<file path="config.mk">
export PLATFORM = sky130hd
export DESIGN_NAME = load_size_unit
export DESIGN_NICKNAME = d
export VERILOG_FILES = /design/src/rtl/load_size_unit_pkg.sv /design/src/rtl/load_lane_select.sv /design/src/rtl/load_size_unit.sv
export SDC_FILE = /design/constraint.sdc
export NUM_CORES = 1
export LEC_CHECK = 0
export BUFFER_PORTS_ARGS = -buffer_cell sky130_fd_sc_hd__buf_2
export CORE_MARGIN = 5
export CORE_UTILIZATION = 52
export CTS_CLUSTER_SIZE = 28
export DETAILED_ROUTE_END_ITERATION = 10
export PLACE_DENSITY = 0.83
export SETUP_SLACK_MARGIN = 0.02
export SLEW_MARGIN = 20
export SYNTH_ARGS = -nofsm -noshare
export SYNTH_HDL_FRONTEND = slang
export SYNTH_HIERARCHICAL = 1
export SYNTH_SLANG_ARGS = --single-unit
</file>
<file path="constraint.sdc">
create_clock -name clk -period 2.15 [get_ports clk]
set_input_delay 0.215 -clock clk [delete_from_list [all_inputs] [get_ports clk]]
set_output_delay 0.215 -clock clk [all_outputs]
set_load 0.03 [all_outputs]
</file>
<file path="src/rtl/load_size_unit_pkg.sv">
// Shared encodings and request payload for the load size unit.
package load_size_unit_pkg;

  localparam int unsigned SIZE_W  = 2;
  localparam int unsigned OFF_W   = 2;
  localparam int unsigned DATA_W  = 32;
  localparam int unsigned HALF_W  = 16;
  localparam int unsigned CNT_W   = 8;
  localparam int unsigned STATE_W = 2;

  localparam logic [SIZE_W-1:0] SZ_WORD = 2'b00;
  localparam logic [SIZE_W-1:0] SZ_HALF = 2'b01;
  localparam logic [SIZE_W-1:0] SZ_BYTE = 2'b10;
  localparam logic [SIZE_W-1:0] SZ_RSVD = 2'b11;

  localparam logic [STATE_W-1:0] ST_IDLE     = 2'd0;
  localparam logic [STATE_W-1:0] ST_WAIT_MEM = 2'd1;
  localparam logic [STATE_W-1:0] ST_EXTRACT  = 2'd2;
  localparam logic [STATE_W-1:0] ST_DONE     = 2'd3;

  // Latched load request
  typedef struct packed {
    logic [SIZE_W-1:0] sz;
    logic [OFF_W-1:0]  off;
  } load_req_t;

  // Reserved size wins, then halfword misalignment, then word misalignment
  function automatic logic req_illegal(input logic [SIZE_W-1:0] sz,
                                       input logic [OFF_W-1:0]  off);
    logic bad;
    bad = 1'b0;
    if (sz == SZ_RSVD) begin
      bad = 1'b1;
    end else if ((sz == SZ_HALF) && off[0]) begin
      bad = 1'b1;
    end else if ((sz == SZ_WORD) && (off != 2'b00)) begin
      bad = 1'b1;
    end
    return bad;
  endfunction

endpackage

</file>
<file path="src/rtl/load_lane_select.sv">
// Zero-extending byte/halfword/word lane extraction from a 32-bit word.
module load_lane_select
  import load_size_unit_pkg::*;
(
  input  logic [DATA_W-1:0] data,
  input  logic [SIZE_W-1:0] size,
  input  logic [OFF_W-1:0]  offset,
  output logic [DATA_W-1:0] result
);

  // Pick the addressed lane; word and reserved pass the data through
  always_comb begin
    result = data;
    case (size)
      SZ_BYTE: result = {24'b0, data[{offset, 3'b000} +: 8]};
      SZ_HALF: result = {16'b0, data[{offset[1], 4'b0000} +: 16]};
      default: result = data;
    endcase
  end

endmodule

</file>
<file path="src/rtl/load_size_unit.sv">
// Load size unit: checks alignment, waits for memory, extracts the addressed lane.
module load_size_unit
  import load_size_unit_pkg::*;
#(
  parameter int unsigned MEM_TIMEOUT = 15
)(
  input  logic              clk,
  input  logic              reset_n,
  input  logic              start,
  input  logic [SIZE_W-1:0] size,
  input  logic [OFF_W-1:0]  offset,
  input  logic [DATA_W-1:0] mem_data,
  input  logic              mem_valid,
  output logic              mem_req,
  output logic              busy,
  output logic              done,
  output logic              error,
  output logic [DATA_W-1:0] load_out,
  output logic [HALF_W-1:0] load_out_down
);

  logic [STATE_W-1:0] state_q, state_d;
  load_req_t          req_q, req_d;
  logic [CNT_W-1:0]   cnt_q, cnt_d;
  logic [DATA_W-1:0]  data_q, data_d;
  logic [DATA_W-1:0]  load_q, load_d;
  logic               err_d;
  logic               mem_req_q, busy_q, done_q, error_q;
  logic [DATA_W-1:0]  lane_result;

  load_lane_select u_lane (
    .data   (data_q),
    .size   (req_q.sz),
    .offset (req_q.off),
    .result (lane_result)
  );

  // Next-state and datapath update
  always_comb begin
    state_d = state_q;
    req_d   = req_q;
    cnt_d   = cnt_q;
    data_d  = data_q;
    load_d  = load_q;
    err_d   = 1'b0;
    case (state_q)
      ST_IDLE: begin
        if (start) begin
          req_d.sz  = size;
          req_d.off = offset;
          if (req_illegal(size, offset)) begin
            state_d = ST_DONE;
            err_d   = 1'b1;
          end else begin
            state_d = ST_WAIT_MEM;
            cnt_d   = '0;
          end
        end
      end
      ST_WAIT_MEM: begin
        // Data arriving on the last allowed cycle still wins over the timeout
        if (mem_valid) begin
          data_d  = mem_data;
          state_d = ST_EXTRACT;
        end else begin
          cnt_d = cnt_q + CNT_W'(1);
          if (cnt_d == CNT_W'(MEM_TIMEOUT)) begin
            state_d = ST_DONE;
            err_d   = 1'b1;
          end
        end
      end
      ST_EXTRACT: begin
        load_d  = lane_result;
        state_d = ST_DONE;
      end
      ST_DONE: begin
        state_d = ST_IDLE;
      end
      default: begin
        state_d = ST_IDLE;
      end
    endcase
  end

  // State, datapath and registered status outputs
  always_ff @(posedge clk or negedge reset_n) begin
    if (!reset_n) begin
      state_q   <= ST_IDLE;
      req_q     <= '0;
      cnt_q     <= '0;
      data_q    <= '0;
      load_q    <= '0;
      mem_req_q <= 1'b0;
      busy_q    <= 1'b0;
      done_q    <= 1'b0;
      error_q   <= 1'b0;
    end else begin
      state_q   <= state_d;
      req_q     <= req_d;
      cnt_q     <= cnt_d;
      data_q    <= data_d;
      load_q    <= load_d;
      mem_req_q <= (state_d == ST_WAIT_MEM);
      busy_q    <= (state_d != ST_IDLE);
      done_q    <= (state_d == ST_DONE);
      error_q   <= err_d;
    end
  end

  assign mem_req       = mem_req_q;
  assign busy          = busy_q;
  assign done          = done_q;
  assign error         = error_q;
  assign load_out      = load_q;
  assign load_out_down = load_q[HALF_W-1:0];

endmodule

</file>
== Yosys cells after proc, flatten, opt, wreduce, memory -nomap -nowiden ==
Index checks and enable logic that the tools add are counted.

* Add/subtract/negate cells: 1
* Multipliers: 0
* Div/mod/pow operators: 0
* Order comparisons: 0
* Equality and inequality tests: 13
* Shift operators: 2
* Multiplexer cells: 20
* Bitwise gates (word level): 0
* Reductions and logical operators: 10

{| class="wikitable"
|+ Operators with widths
! cell !! count
|-
| one-hot mux 32 bit (2 select lines) || 1
|-
| indexed part select 32 x 6 -> 16 bit || 1
|-
| indexed part select 32 x 6 -> 8 bit || 1
|-
| 2-to-1 mux 8 bit || 3
|-
| one-hot mux 8 bit (2 select lines) || 1
|-
| == test 2 bit (second input constant) || 5
|-
| 2-to-1 mux 1 bit || 9
|-
| adder 8 x 1 -> 8 bit (second input constant) || 1
|-
| == test 2 x 1 -> 1 bit (second input constant) || 4
|-
| == test 8 x 4 -> 1 bit (second input constant) || 1
|-
| 2-to-1 mux 2 bit || 4
|-
| one-hot mux 2 bit (4 select lines) || 1
|-
| inequality test 2 bit (second input constant) || 3
|-
| nonzero test 2 bit || 3
|-
| logical NOT 2 bit || 2
|-
| AND reduction 2 bit || 2
|-
| AND reduction 4 bit || 1
|-
| logical AND 1 bit || 2
|-
| one-hot mux 1 bit (2 select lines) || 1
|}

* Bits in registers: 82
* Latch bits: 0
* Memory bits (writable): 0
* Bits in read-only memories: 0
* Bits of input ports: 40
* Output and inout bits: 52
* Memories: 0

== Longest topological paths before layout ==
Gate-level depths: netlist (run 1).

* Depth in word-level cells: 11
* Gate-level depth with buffers: 8

== Cells and area by module ==
The synthesis (run 1) kept the hierarchy.

{| class="wikitable"
|+ By module, submodules not included
! module !! times used !! cells an instance !! area each (sq um) !! seq. area each (sq um)
|-
| load_size_unit || 1 || 234 || 3399.5 || 2052.0
|-
| load_lane_select || 1 || 86 || 650.6 || 0.0
|}

== Worst setup path after synthesis (run 1) ==
Ideal clock, no wire load.

* Path type: register to register
* Start: register req_q[2] in the netlist's numbering
* End: register load_q[3], in the netlist load_out[3]
* Arrival time: 1.614 ns
* Data required time: 2.025 ns
* Path slack: 0.411 ns
* Stages on the path, launching flop included: 8
* Buffers on the path: 1
* Period minus slack after synthesis: 1.739 ns
* Path through: dfrtp_1 -> inv_1 -> ha_1 -> and3b_1 -> buf_1 -> a222oi_1 -> o21ai_1 -> mux2_2

* Longest elaborated chain between the ends: 2
* Elaborated cells between the ends (all ways): 3
* Those cells by class: eq/ne (2); mux (1)

{| class="wikitable"
|+ Ends and longest elaborated chain
! item !! line !! source
|-
| from (decl) || load_size_unit.sv:23 || <nowiki>load_req_t req_q, req_d;</nowiki>
|-
| from (signal assigned) || load_size_unit.sv:100 || <nowiki>req_q <= req_d;</nowiki>
|-
| == test 2 x 1 -> 1 bit / == test 2 bit (equally long branches) || load_lane_select.sv:14 || <nowiki>case (size)</nowiki>
|-
| one-hot mux 32 bit (2 select lines) * || load_lane_select.sv:14 ||
|-
| via lane_result[3] || load_size_unit.sv:29 || <nowiki>logic [DATA_W-1:0] lane_result;</nowiki>
|-
| to (signal assigned) || load_size_unit.sv:103 || <nowiki>load_q <= load_d;</nowiki>
|-
| to (decl) || load_size_unit.sv:26 || <nowiki>logic [DATA_W-1:0] load_q, load_d;</nowiki>
|}

The timed path passes the listed nets; every way through them passes the cells marked *.
A chain may end at the register's enable or synchronous reset.

== Worst setup path after layout (run 1) ==
* Start: register req_q[2] in the netlist's numbering
* End: register load_q[0], in the netlist load_out[0]

The elaborated chain is that of the path after synthesis.

==> results of run 1 <==
## layout make-up
type / count / area share
Clock buffer: 9 / 0.02618
Clock inverter: 7 / 0.02248
Inverter: 6 / 0.004761
Multi-Input combinational cell: 200 / 0.3679
Sequential cell: 82 / 0.4337
Tap cell: 102 / 0.02698
Timing Repair Buffer: 99 / 0.1180
## cells in the final DEF, fill, tap and decap left out, types with 3 or more instances in the layout
cell,netlist,final
sky130_fd_sc_hd__a222oi_1,7,7
sky130_fd_sc_hd__a22o_1,15,15
sky130_fd_sc_hd__and2_1,17,17
sky130_fd_sc_hd__buf_12,0,3
sky130_fd_sc_hd__buf_2,5,90
sky130_fd_sc_hd__buf_4,18,5
sky130_fd_sc_hd__clkbuf_8,2,9
sky130_fd_sc_hd__dfrtp_1,82,82
sky130_fd_sc_hd__ha_1,4,3
sky130_fd_sc_hd__inv_1,5,5
sky130_fd_sc_hd__inv_6,0,4
sky130_fd_sc_hd__mux2_1,7,7
sky130_fd_sc_hd__mux2_2,68,68
sky130_fd_sc_hd__nand2_1,14,14
sky130_fd_sc_hd__nand2b_1,3,3
sky130_fd_sc_hd__nand4_1,3,3
sky130_fd_sc_hd__nor2_1,6,6
sky130_fd_sc_hd__nor2b_1,4,4
sky130_fd_sc_hd__o21ai_0,10,10
sky130_fd_sc_hd__o21ai_1,7,7
sky130_fd_sc_hd__xor2_1,4,4
## report_power, final
part | switching [W] | internal, W
sequential | 0.000641 | 0.00222
combinational | 0.00219 | 0.00183
clock | 0.000612 | 0.000678
## synth_stat cells (all sizes together), types with 3 or more instances
| cell | count | area share |
|---|---|---|
| dfrtp | 82 | 0.51 |
| mux2 | 75 | 0.21 |
| buf | 27 | 0.047 |
| and2 | 17 | 0.026 |
| o21ai | 17 | 0.021 |
| nand2 | 16 | 0.016 |
| a22o | 15 | 0.032 |
| a222oi | 7 | 0.017 |
| inv | 6 | 0.0056 |
| nor2 | 6 | 0.0056 |
| clkbuf | 4 | 0.0087 |
| ha | 4 | 0.012 |
| nor2b | 4 | 0.0062 |
| xor2 | 4 | 0.0086 |
| nand2b | 3 | 0.0046 |
| nand4 | 3 | 0.0046 |
| o31ai | 3 | 0.0068 |
## stage by stage
step / area [um2] / worst slack, ns / std cells / utilization
after floorplan: 4050 / 0.4113 / 320 / -
after global placement: 4488 / 0.2019 / 488 / 0.5869
after detailed placement: 4488 / 0.1331 / 488 / 0.5869
after CTS: 4728 / 0.1311 / 505 / 0.6183
after global routing: 4731 / 0.04197 / 505 / 0.6186
final: 4731 / 0.1486 / 505 / 0.6186
## logic make-up (layout without fill, tap and decap cells)
kind of cell / count (synthesis) / count (layout) / share of synthesized area
multiplexers: 76 / 76 / 0.2110
flip-flops: 82 / 82 / 0.5066
adder cells (fa/ha/maj): 4 / 4 / 0.01236
buffers and inverters: 38 / 121 / 0.06426
AND/OR/NAND/NOR: 63 / 63 / 0.09948
AO/OA/AOI/OAI: 53 / 53 / 0.09762
XOR/XNOR: 4 / 4 / 0.008649
## state kept, by name (all words and copies together), names as in the netlist
| register | flops |
|---|---|
| req_q | 4 |
| error | 1 |
| state_q | 2 |
| done | 1 |
| load_out | 32 |
| data_q | 32 |
| mem_req | 1 |
| busy | 1 |
| cnt_q | 8 |
## worst max-delay path by stage
stage / cells after the start / to / start / slack (ns)
after floorplan: 7 / load_out[3] / req_q[2] / 0.41
final: 6 / load_out[0] / req_q[2] / 0.15
after global placement: 6 / load_out[0] / req_q[2] / 0.20
after detailed placement: 6 / load_out[0] / req_q[2] / 0.13
after global routing: 6 / load_out[1] / req_q[2] / 0.04
after CTS: 6 / load_out[0] / req_q[2] / 0.13
## repair_timing
item | in CTS | in global routing
hold endpoints to repair | 37 | 0
gates resized for setup | 0 | 1
endpoints found under the setup margin | 0 | 1
buffers inserted | 0 | 0
hold buffers | 1 | 0
## critical path: cells and delay by family, from the launching register on
family	cells	cell delay, ns
simple gates	1	0.28
compound gates	2	0.50
flops	1	0.38
buf+inv	1	0.06
mux	1	0.27
fa+ha+maj	1	0.40
## routing by layer
metal / vias to the layer above / share of wire
met5: - / 0
met4: 0 / 0.023
met3: 18 / 0.062
met2: 100 / 0.48
met1: 1385 / 0.43
li1: 1292 / -
==> reports/results.md, run 1 <==
* gpl congestion: 0.8566
* sequential cell area in the final layout: 2052 um2
* worst reg2reg startpoint: req_q[2]
* via count of the first global-routing pass: 2835
* min-delay worst type: in -> reg
* time the final worst path needs with I/O delays and setup: 2.001 ns
* Final setup violation count: 0
* CTS tree: built
* number of instances in the synthesized netlist: 320
* crit share post-route: 0.9309
* number of clock sinks: 82
* start-to-end type of the worst setup path: reg -> reg
* run status: finished clean
* DR pass1 iterations: 7
* htree depth: 3
* fraction of registers with async set or reset after synthesis: 1.000
* worst reg2reg path endpoint: load_out[0]
* dominant synthesized flop cell: sky130_fd_sc_hd__dfrtp_1
* Detail Route Antenna Nets: 0
* worst-case clock skew: 0.01376 ns
* Slew Limit Fails: 0
* met3 global-route usage: 0.02857
* number of failing hold endpoints at the final stage: 0
* global-route usage over all layers: 0.1873
* crit start category: register
* antenna violations before repair: 0
* number of buffers on the longest clock path: 2
* setup repair after global routing missed its margin: no
* element type at the critical path end: register
* worst endpoint required time: 2.40 ns
* FF+latch count, synth: 82
* Layout area overhead: 16.81%
* pin slew with the least headroom to its limit: 0.4951 ns
* start point of the worst min-delay path: mem_data[16]
* routed wire length per instance: 17.22 um
* average size of a mapped cell: 12.66 um2
* number of inserted filler cells in the final layout: 622
* clock edge transition at the registers on the reported setup and hold paths: 0.10 ns
* half-perimeter wire length of the detailed placement result: 6404 um
* starting density of the core: 0.5296
* net count of the finished layout: 442
* Max Cap Violations: 0
* CP Cell Sequence: inv_1, ha_2, and3b_1, a222oi_1, o21ai_1, mux2_2
* Leakage Power: 2.296 nW
* total nets after synthesis: 364
* first-pass GRT wire length: 14450 um
* endpoint of the worst hold path: data_q[16]
* total congestion overflow after global routing: 0
* antenna diode count: 0
* Worst Hold Slack: 0.07430 ns
* most utilized layer in the global route result: met2
* Synth Cell Area: 4050 um2
* I/O pin count: 92
* maximum clock frequency: 499.7 MHz
* CTS buffer count: 9
* cell count of the worst reg-to-reg path: 6
* number of distinct library cells after synthesis: 50
* largest fanout on the critical path: 8
* R2R setup slack: 0.15 ns
* vertical extent of the die: 98.26 um
* Power Total: 0.008165 W
* Worst VDD drop: 0.8171 mV
* drt initial violations: 242
* met2 routing resource usage after global routing: 0.3047
* power density normalized to cell area: 1726 nW/um2
* x dimension of the die: 98.26 um
* DRC errors left: 0
* proportion of layout cells with a drive suffix above 1: 0.4839
* Root Buffer: sky130_fd_sc_hd__clkbuf_8
* fraction of the yosys area taken by sequential cells: 0.5066
* number of input and output port buffers inserted: 91
* crit path DAT: 2.25 ns
* area used by multi-input combinational logic: 1740 um2
* count of synthesis-stage warnings from yosys: 6
* detail-routed via count per cell: 5.535
* number of enable-type register cells in the synthesized netlist: 0
* setup TNS: 0 ns
* met1 demand-to-capacity share in global routing: 0.2498
* Cells on Worst Hold Path: 2
* floorplan core area: 7647 um2
* placement row count: 32
* Die ar.: 9654 um2
* Slowest-stage cell, CP: sky130_fd_sc_hd__ha_2
* slew margin rel.: 0.6700
* source-to-sink clock delay at the later pin of the worst-skew pair: 0.37 ns
* total via count after detailed routing: 2795
* Post-Route WL: 8695 um
* longest individual stage delay on the worst path: 0.40 ns
* pin count of the biggest net entering global routing: 46
(Power assumes the default switching activity.)
==> run 2: changes to the inputs <==
- ABC_AREA: not set -> 1
==> reports/results.md, run 2 <==
* first-pass GRT wire length: 16100 um, +11%
* critical path startpoint: req_q[2]
* power density normalized to cell area: 1572 nW/um2, -8.9%
* crit share post-route: 0.8515, -0.07942
* total via count after detailed routing: 3471, +24%
* Die ar.: 10210 um2, +5.8%
* net count of the finished layout: 627, +42%
* dominant synthesized flop cell: sky130_fd_sc_hd__dfrtp_1
* maximum clock frequency: 546.3 MHz, +9.3%
* time the final worst path needs with I/O delays and setup: 1.831 ns, -0.1708 ns
* CP Cell Sequence: inv_1, ha_1, inv_4, nand2_2, inv_4, a21oi_4, nand2_1, nand2_1, nand2_1, nand2_1
* pin count of the biggest net entering global routing: 49, +6.5%
* Final setup violation count: 0, unchanged
* cells taking the most area after synthesis: sky130_fd_sc_hd__dfrtp_1 48%, sky130_fd_sc_hd__nand2_1 20%, sky130_fd_sc_hd__mux2_1 7.6%
* placement row count: 33, +3.1%
* DRC errors left: 0, unchanged
* proportion of layout cells with a drive suffix above 1: 0.2709, -0.2130
* final setup slack of the worst path: 0.3194 ns, +0.1707 ns
* I/O pin count: 92, unchanged
* Max Cap Violations: 0, unchanged
* fraction of the yosys area taken by sequential cells: 0.4761, -0.03059
* worst endpoint required time: 2.44 ns, +0.04 ns
* floorplan core area: 8134 um2, +6.4%
* Root Buffer: sky130_fd_sc_hd__clkbuf_8
* crit start category: register
* total nets after synthesis: 550, +51%
* half-perimeter wire length of the detailed placement result: 7242 um, +13%
* number of buffers on the longest clock path: 2, unchanged
* min-delay worst type: in -> reg
* Post-Route WL: 9649 um, +11%
* Worst VDD drop: 0.8646 mV, +5.8%
* number of buffers added for setup after CTS: 0, unchanged
* setup repair after global routing missed its margin: no
* count of synthesis-stage warnings from yosys: 6, unchanged
* largest fanout on the critical path: 16, +8
* final cell count without fillers: 692, +37%
* worst reg2reg startpoint: req_q[2]
* detail-routed via count per cell: 5.016, -9.4%
* element type at the critical path end: register
* worst-case clock skew: 0.01176 ns, -0.002003 ns
* number of clock sinks: 82, unchanged
* source-to-sink clock delay at the later pin of the worst-skew pair: 0.35 ns, -0.02 ns
* start-to-end type of the worst setup path: reg -> reg
* longest individual stage delay on the worst path: 0.52 ns, +0.12 ns
* antenna diode count: 0, unchanged
* number of failing hold endpoints at the final stage: 0, unchanged
* slew margin rel.: 0.5864, -0.08353
* Slew Limit Fails: 0, unchanged
* cell repeated most along the worst path: sky130_fd_sc_hd__nand2_1
* kind of cell with the highest combined delay on the critical path: adder cells
* CTS buffer count: 9, unchanged
* R2R setup slack: 0.32 ns, +0.17 ns
* start point of the worst min-delay path: mem_data[17]
* top-area cell type share of the netlist area: 0.4761, -0.03059
* commonest cells after routing, fill and taps aside: 227 x sky130_fd_sc_hd__nand2_1, 90 x sky130_fd_sc_hd__buf_2, 82 x sky130_fd_sc_hd__dfrtp_1
* number of enable-type register cells in the synthesized netlist: 0, unchanged
* setup TNS: 0 ns, unchanged
* hold_buf cts: 1, unchanged
* number of input and output port buffers inserted: 91, unchanged
* drt initial violations: 152, -37%
* Layout area overhead: 13.53%
* Worst Hold Slack: 0.07399 ns, -0.0003094 ns
* most common library cell in the layout ignoring fill and taps: sky130_fd_sc_hd__nand2_1
* top cell type by total area after synthesis: sky130_fd_sc_hd__dfrtp_1
* global-route usage over all layers: 0.1985, +0.01127
* WP depth: 10, +4
* Slowest-stage cell, CP: sky130_fd_sc_hd__ha_1
* CTS tree: built
* vertical extent of the die: 101.0 um, +2.8%
* DR pass1 iterations: 5, -2
* ranking of synthesized cells by instance count: 227 x sky130_fd_sc_hd__nand2_1, 82 x sky130_fd_sc_hd__dfrtp_1, 47 x sky130_fd_sc_hd__inv_1, 29 x sky130_fd_sc_hd__mux2_1, 17 x sky130_fd_sc_hd__buf_4
* most repeated cell in the gate-level netlist after synthesis: sky130_fd_sc_hd__nand2_1
* clock edge transition at the registers on the reported setup and hold paths: 0.08 ns, -0.02 ns
* crit path DAT: 2.12 ns, -0.13 ns
* x dimension of the die: 101.0 um, +2.8%
* Synth Cell Area: 4310 um2, +6.4%
* htree depth: 3, unchanged
* via count of the first global-routing pass: 3339, +18%
* fraction of registers with async set or reset after synthesis: 1.000, unchanged
* antenna violations before repair: 0, unchanged
* Leakage Power: 2.767 nW, +20%
* pin slew with the least headroom to its limit: 0.6203 ns, +0.1253 ns
* cell count of the worst reg-to-reg path: 10, +4
* number of instances in the synthesized netlist: 506, +58%
* Detail Route Antenna Nets: 0, unchanged
* Inst Count DP: 676, +39%
* routed wire length per instance: 13.94 um, -19%
* starting density of the core: 0.5299, about the same
* Post-Place Worst Slack: 0.3793 ns, +0.2462 ns
* combined buffer and inverter count along the critical path: 3, +2
* average size of a mapped cell: 8.519 um2, -33%
* number of distinct library cells after synthesis: 34, -32%
* gpl congestion: 0.9020, +5.3%
* FF+latch count, synth: 82, unchanged
* number of instances resized during post-cts repair: 0, unchanged
* Cells on Worst Hold Path: 2, unchanged
* total congestion overflow after global routing: 0, unchanged
* run status: finished clean
run 2: cell count changes in the layout (fill, tap and decap cells not counted), moves of 15 or more:
| cell | before | now |
|---|---|---|
| sky130_fd_sc_hd__nand2_1 | 14 | 227 |
| sky130_fd_sc_hd__mux2_2 | 68 | 3 |
| sky130_fd_sc_hd__inv_1 | 5 | 47 |
| sky130_fd_sc_hd__mux2_1 | 7 | 29 |
| sky130_fd_sc_hd__and2_1 | 17 | 0 |
| sky130_fd_sc_hd__a22o_1 | 15 | 0 |
run 2: through the flow:
| stage | util | total power (W) | area [um2] |
|---|---|---|---|
| after floorplan | - | 0.005907 | 4310 |
| after global placement | 0.5793 | 0.006588 | 4712 |
| after detailed placement | 0.5793 | 0.006702 | 4712 |
| after CTS | 0.6016 | 0.007716 | 4893 |
| after global routing | 0.6016 | 0.008306 | 4893 |
| final | 0.6016 | 0.007691 | 4893 |
run 2: logic make-up (layout without fill, tap and decap cells):
| group | after synthesis | count (layout) | share of synthesized area |
|---|---|---|---|
| compound gates | 33 | 33 | 0.05283 |
| flops | 82 | 82 | 0.4761 |
| buf+inv | 87 | 168 | 0.1083 |
| xor+xnor | 1 | 1 | 0.002032 |
| fa+ha+maj | 4 | 4 | 0.01161 |
| simple gates | 267 | 267 | 0.2656 |
| mux | 32 | 32 | 0.08360 |
run 2: layer usage:
| metal | up-vias | global-route usage | routed length [um] |
|---|---|---|---|
| met5 | - | 0 | 0 |
| met4 | 0 | 0.06237 | 115 |
| met3 | 17 | 0.03183 | 722 |
| met2 | 126 | 0.3239 | 4494 |
| met1 | 1635 | 0.2719 | 4316 |
| li1 | 1693 | - | - |
run 2: final timing paths:
kind                                     end
min in group asynchronous       load_out[16]
worst max register to register   load_out[3]
worst max-delay path             load_out[3]
max in group asynchronous          data_q[7]
worst min-delay path              data_q[17]
worst min register to register  load_out[18]
run 2: power breakdown:
group | switching (W) | internal (W)
logic | 0.00264 | 0.00129
registers | 0.000575 | 0.00219
clock network | 0.000519 | 0.000476
run 2: cell type report:
type	instances	area, um2
sequential	82	2052
timing repair buffer	98	525.5
clock buffer	13	158.9
multi-input combinational	337	1792
clock inverter	2	12.51
fill	722	3241
inverter	55	221.5
tap	105	131.4
run 2: worst reg2reg max path: cells and delay by family (launching register included):
kind / cells / cell delay, ns
and+or+nand+nor: 5 / 0.39
AOI/OAI and AO/OA: 1 / 0.20
DFF: 1 / 0.37
buffers and inverters: 3 / 0.28
adders and majority gates: 1 / 0.52
